## src/rtl/wavegen_pkg.sv

```systemverilog
// Shared constants and types for the test-waveform sequencer.
// Wave codes, FSM state encoding and default field widths.
package wavegen_pkg;

  localparam int WIDTH_D = 8;
  localparam int DIV_W_D = 8;
  localparam int CNT_W_D = 16;

  localparam logic [2:0] WAVE_SAW = 3'd0;
  localparam logic [2:0] WAVE_REV = 3'd1;
  localparam logic [2:0] WAVE_TRI = 3'd2;
  localparam logic [2:0] WAVE_M50 = 3'd3;
  localparam logic [2:0] WAVE_M25 = 3'd4;

  typedef enum logic {
    IDLE = 1'b0,
    RUN  = 1'b1
  } state_t;

  function automatic logic wave_ok(input logic [2:0] w);
    return w <= WAVE_M25;
  endfunction

endpackage

```

## src/rtl/wavegen_sequencer_wave_shaper.sv

```systemverilog
// Combinational waveform shaper: maps (wave, phase) to one sample.
// Reserved codes yield zero; callers filter them before use.
module wave_shaper
  import wavegen_pkg::*;
#(
  parameter int WIDTH = WIDTH_D
) (
  input  logic [2:0]       i_wave,
  input  logic [WIDTH-1:0] i_phase,
  output logic [WIDTH-1:0] o_sample
);

  always_comb begin
    o_sample = '0;
    unique case (i_wave)
      WAVE_SAW: o_sample = i_phase;
      WAVE_REV: o_sample = -i_phase;
      WAVE_TRI: o_sample = i_phase[WIDTH-1] ? ~i_phase : i_phase;
      WAVE_M50: o_sample = i_phase[WIDTH-1] ? '0 : '1;
      WAVE_M25: o_sample = (i_phase[WIDTH-1 -: 2] == 2'b00) ? '1 : '0;
      default:  o_sample = '0;
    endcase
  end

endmodule

```

## src/rtl/wavegen_sequencer.sv

```systemverilog
// Command-driven sequencer: plays N periods of a selected waveform
// at a programmed step rate, with stop/abort and completion pulse.
module wavegen_sequencer
  import wavegen_pkg::*;
#(
  parameter int WIDTH = WIDTH_D,
  parameter int DIV_W = DIV_W_D,
  parameter int CNT_W = CNT_W_D
) (
  input  logic             clk,
  input  logic             reset,
  input  logic             cmd_valid,
  output logic             cmd_ready,
  input  logic [2:0]       cmd_wave,
  input  logic [DIV_W-1:0] cmd_div,
  input  logic [CNT_W-1:0] cmd_periods,
  input  logic             stop,
  output logic [WIDTH-1:0] sample,
  output logic             sample_valid,
  output logic             busy,
  output logic             done,
  output logic             err
);

  localparam logic [WIDTH-1:0] P_ONE = WIDTH'(1);
  localparam logic [DIV_W-1:0] D_ONE = DIV_W'(1);
  localparam logic [CNT_W-1:0] C_ONE = CNT_W'(1);

  state_t           r_state;
  logic [2:0]       r_wave;
  logic [DIV_W-1:0] r_div;
  logic [CNT_W-1:0] r_periods;
  logic [WIDTH-1:0] r_phase;
  logic [DIV_W-1:0] r_div_cnt;
  logic [CNT_W-1:0] r_period_cnt;
  logic [WIDTH-1:0] r_sample;
  logic             r_sample_valid;
  logic             r_done;
  logic             r_err;

  logic             w_idle;
  logic [WIDTH-1:0] w_phase_nxt;
  logic [CNT_W-1:0] w_pcnt_nxt;
  logic [2:0]       w_sh_wave;
  logic [WIDTH-1:0] w_sh_phase;
  logic [WIDTH-1:0] w_shape;
  logic             w_period_end;
  logic             w_last;

  assign w_idle       = (r_state == IDLE);
  assign w_phase_nxt  = r_phase + P_ONE;
  assign w_pcnt_nxt   = r_period_cnt + C_ONE;
  assign w_period_end = (r_phase == '1);
  assign w_last       = w_period_end && (r_periods != '0)
                        && (w_pcnt_nxt == r_periods);

  // One shaper serves both the first sample on accept and each step.
  assign w_sh_wave  = w_idle ? cmd_wave : r_wave;
  assign w_sh_phase = w_idle ? '0 : w_phase_nxt;

  wave_shaper #(.WIDTH(WIDTH)) u_shaper (
    .i_wave   (w_sh_wave),
    .i_phase  (w_sh_phase),
    .o_sample (w_shape)
  );

  always_ff @(posedge clk) begin
    if (reset) begin
      r_state        <= IDLE;
      r_wave         <= '0;
      r_div          <= '0;
      r_periods      <= '0;
      r_phase        <= '0;
      r_div_cnt      <= '0;
      r_period_cnt   <= '0;
      r_sample       <= '0;
      r_sample_valid <= 1'b0;
      r_done         <= 1'b0;
      r_err          <= 1'b0;
    end else begin
      r_done         <= 1'b0;
      r_err          <= 1'b0;
      r_sample_valid <= 1'b0;
      unique case (r_state)
        IDLE: begin
          if (cmd_valid) begin
            if (wave_ok(cmd_wave)) begin
              r_wave         <= cmd_wave;
              r_div          <= cmd_div;
              r_periods      <= cmd_periods;
              r_phase        <= '0;
              r_div_cnt      <= '0;
              r_period_cnt   <= '0;
              r_sample       <= w_shape;
              r_sample_valid <= 1'b1;
              r_state        <= RUN;
            end else begin
              r_err <= 1'b1;
            end
          end
        end
        RUN: begin
          if (stop) begin
            r_state  <= IDLE;
            r_sample <= '0;
          end else if (r_div_cnt != r_div) begin
            r_div_cnt <= r_div_cnt + D_ONE;
          end else begin
            r_div_cnt <= '0;
            r_phase   <= w_phase_nxt;
            if (w_period_end)
              r_period_cnt <= w_pcnt_nxt;
            if (w_last) begin
              r_state  <= IDLE;
              r_done   <= 1'b1;
              r_sample <= '0;
            end else begin
              r_sample       <= w_shape;
              r_sample_valid <= 1'b1;
            end
          end
        end
        default: r_state <= IDLE;
      endcase
    end
  end

  assign cmd_ready    = w_idle;
  assign busy         = (r_state == RUN);
  assign sample       = r_sample;
  assign sample_valid = r_sample_valid;
  assign done         = r_done;
  assign err          = r_err;

endmodule
```

## config.mk

```make
export PLATFORM = sky130hd
export DESIGN_NAME = wavegen_sequencer
export DESIGN_NICKNAME = d
export VERILOG_FILES = /design/src/rtl/wavegen_pkg.sv /design/src/rtl/wavegen_sequencer_wave_shaper.sv /design/src/rtl/wavegen_sequencer.sv
export SDC_FILE = /design/constraint.sdc
export NUM_CORES = 1
export LEC_CHECK = 0
export CAP_MARGIN = 20
export CORE_AREA = 2 2 74 111
export DETAILED_ROUTE_END_ITERATION = 6
export DIE_AREA = 0 0 76 113
export PLACE_DENSITY = 0.78
export SLEW_MARGIN = 20
export SYNTH_ARGS = -nofsm -noshare
export SYNTH_HDL_FRONTEND = slang
export SYNTH_SLANG_ARGS = --single-unit
```

## constraint.sdc

```tcl
create_clock -name clk -period 2.92 [get_ports clk]
set_input_delay 0.876 -clock clk [delete_from_list [all_inputs] [get_ports clk]]
set_output_delay 0.876 -clock clk [all_outputs]
set_load 0.005 [all_outputs]
```

==> flow_summary.ini <==
[status]
status = complete, no violations

[routing]
drtIter0Drc = 500
drc = 0
wl_mm = 10.9
wl_per_cell_um = 15.5
vias_per_cell = 5.89
ant_nets = 0
first_pass_iters = 6
vias = 4115

[global_routing]
grt.met3_usage_pct = 4.31
grt_pass1_vias = 3952
grt_start_max_net_pins = 41
grt_pass1_wl_mm = 18.6
grt_busiest_layer = met2
met2_usage_pct = 47.0
antenna_found_initial = 0
grt_overflow = 0
met1_usage_pct = 30.3
grt_usage_pct = 26.6

[worst_hold_path]
holdPathEnd = sample[7]$_SDFFE_PP0P_
holdCritStartpoint = sample[7]$_SDFFE_PP0P_
worstHoldPathCells = 2
hold_class = flop to flop

[die]
die_y_um = 113
die_w_um = 76
dieArea_um2 = 8590
core_um2 = 7560
ios = 44
rows = 39
initial_core_util_pct = 54.0

[synthesis]
syn_nets = 578
yosysUniqueCellTypes = 57
synth_cells = 542
synth.area.top_cells = dfxtp_1 35%, nand2_1 8.9%, a21oi_1 7.3%, xor2_1 5.4%, nor2_1 4.6%
avgSynthCellArea_um2 = 7.54
synth-edff-count = 0
ys_seq_area_share_pct = 34.8
syn_area_um2 = 4090
synth_ff_type = dfxtp_1
ys_seq_elements = 71
yosys.area.top_type = dfxtp_1
async_reset_ff_share_pct = 0
ys_warn_count = 0
synth_top_area_share_pct = 34.8

[power]
clkPwrFrac_pct = 46.6
p_total_mw = 2.56
intPower_mw = 1.90
switching_share_pct = 25.6
share_comb_of_total_power_pct = 13.1
p_seq_share_pct = 40.3
power-per-cell-area_nw_per_um2 = 505
p_leak_nw = 1.82
power.switching_mw = 0.656
vdd_drop_max_mv = 0.483

[place]
hpwl_mm = 7.70
dpl-instance-area_um2 = 4740
dp_slack_ns = 0.133
portBuffers = 43
gp_congestion = 0.950

[clock_network]
numCtsBuffers = 9
cts_max_level = 3
insertion_delay_ns = 0.35
post_cts_resized = 0
clk_pin_slew_ns = 0.06
hold_buffers = 0
cts_tree = built
postCtsSetupBuffers = 0
cts.sinks = 71
ctsLongestPathBuffers = 2
cts_root_buf = clkbuf_16

[critical_path]
cp_max_fo = 8
r2r_end = sample[4]$_SDFFE_PP0P_
required_ns = 3.11
rrSetupSlack_ns = 0.16
arrival_ns = 2.95
r2r_cells = 8
setup.worst_path.start_class = flop
r2r_start = r_period_cnt[1]$_SDFFE_PP0P_
worst-setup-path-type = flop to flop
crit_path_end_kind = flop

[timing]
whs_ns = 0.457
max_freq_mhz = 363
relSlewSlack_pct = 56.6
setup_ws_ns = 0.162
tightest_slew_ns = 0.646
clock_skew_ns = 0.00804
report.final.slew_viol_count = 0
hold_viol_final = 0
finalSetupViolations = 0
period_share_pct = 94.5
fin_crit_ns = 2.76

[layout]
post-route-util_pct = 67.0
drive_gt1_share_pct = 10.6
area_growth_syn_to_layout_pct = 24.0
layout.nets = 628
design_area_um2 = 5070
antenna_cells = 0

[job]
cap_violations = 0
## metrics by stage
| step | std cells | TNS, ns |
|---|---|---|
| CTS | 698 | 0 |
| floorplan | 542 | 0 |
| detailed placement | 682 | 0 |
| finish | 699 | 0 |
| global route | 699 | -0.00638 |
| global placement | 682 | 0 |
## layer usage
layer	share of wire (%)	wire length (um)
met1	39	4230
met2	51	5580
met3	5.9	645
met4	3.8	412
met5	0	0
## area by class of cell
type | instances | area (um^2)
fillers | 643 | 2500
multi-input cells | 424 | 2480
flip-flops and latches | 71 | 1420
repair buffers | 75 | 678
clock buffers | 9 | 225
well taps | 102 | 128
clock inverters | 7 | 97.6
inverters | 11 | 41.3
## critical path: stages, from the launching register on
cell,delay [ns]
dfxtp_1,0.40
ha_1,0.20
nand4_1,0.18
or3_4,0.45
a2111o_1,0.44
nor4_2,0.24
nand4_2,0.22
a31oi_4,0.33
o32ai_1,0.14
## power groups by stage
stage                     combinational [mW]  sequential, mW  clock, mW
final                                  0.335            1.03       1.19
after global routing                   0.366            1.04       1.24
after CTS                              0.331            1.03       1.21
after detailed placement               0.328            1.05          0
after global placement                 0.323            1.05          0
after floorplan                        0.191            1.04          0
## state kept, by name, indices dropped and copies added, names as in the netlist
name          count
r_period_cnt     16
r_periods        16
r_div             8
r_div_cnt         8
r_phase           8
sample            8
r_wave            3
busy              1
done              1
err               1
sample_valid      1
## kinds of logic after synthesis
group	synth area share, %
simple gates	28.2
flops	34.8
xor+xnor	9.86
buf+inv	4.68
mux	1.81
compound gates	19.2
fa+ha+maj	1.53
## worst max-delay path by stage
stage | start | endpoint
2_1_floorplan | busy$_SDFF_PP0_ | sample[6]$_SDFFE_PP0P_
3_3_place_gp | cmd_wave[0] | r_div_cnt[7]$_SDFFE_PP0P_
3_5_place_dp | r_period_cnt[1]$_SDFFE_PP0P_ | sample[4]$_SDFFE_PP0P_
4_1_cts | r_period_cnt[1]$_SDFFE_PP0P_ | sample[4]$_SDFFE_PP0P_
5_1_grt | r_period_cnt[1]$_SDFFE_PP0P_ | done$_SDFF_PP0_
6_report | r_period_cnt[1]$_SDFFE_PP0P_ | sample[4]$_SDFFE_PP0P_
## cell usage after synthesis (3+ instances only)
master / count
dfxtp_1: 71
buf_2: 3
and4_1: 3
a31oi_1: 5
nor4_1: 8
a221oi_1: 3
nand3_1: 20
nand2_1: 97
clkbuf_1: 27
ha_1: 5
or3_1: 3
inv_1: 11
buf_1: 3
buf_4: 3
nand4_1: 9
o32ai_1: 8
nor3b_1: 4
xnor2_1: 21
a21oi_1: 60
nor2_1: 50
or2_2: 3
mux2i_1: 4
xor2_1: 25
nor3_1: 19
nand3b_1: 4
mux2_2: 3
o21a_1: 3
o21ai_0: 15
and3_1: 6
a21boi_0: 3
a211oi_1: 4
nand2b_1: 9
## cells in the final DEF (no fill, tap or decap), types with 4 or more instances in the layout
cell type        instances
nand2_1                 97
xor2_1                  25
xnor2_1                 21
a211oi_1                 4
ha_1                     5
nand2b_1                 9
nand4_1                  9
inv_1                   11
nor3b_1                  4
clkbuf_16                9
nor2_1                  49
a31oi_1                  5
clkdlybuf4s50_1         42
buf_4                   31
and3_1                   6
nand3_1                 20
nor3_1                  19
a21oi_1                 60
mux2i_1                  4
o32ai_1                  8
nand3b_1                 4
dfxtp_1                 71
nor4_1                   8
o21ai_0                 15
No activity file was read; power rests on OpenSTA's default activity.
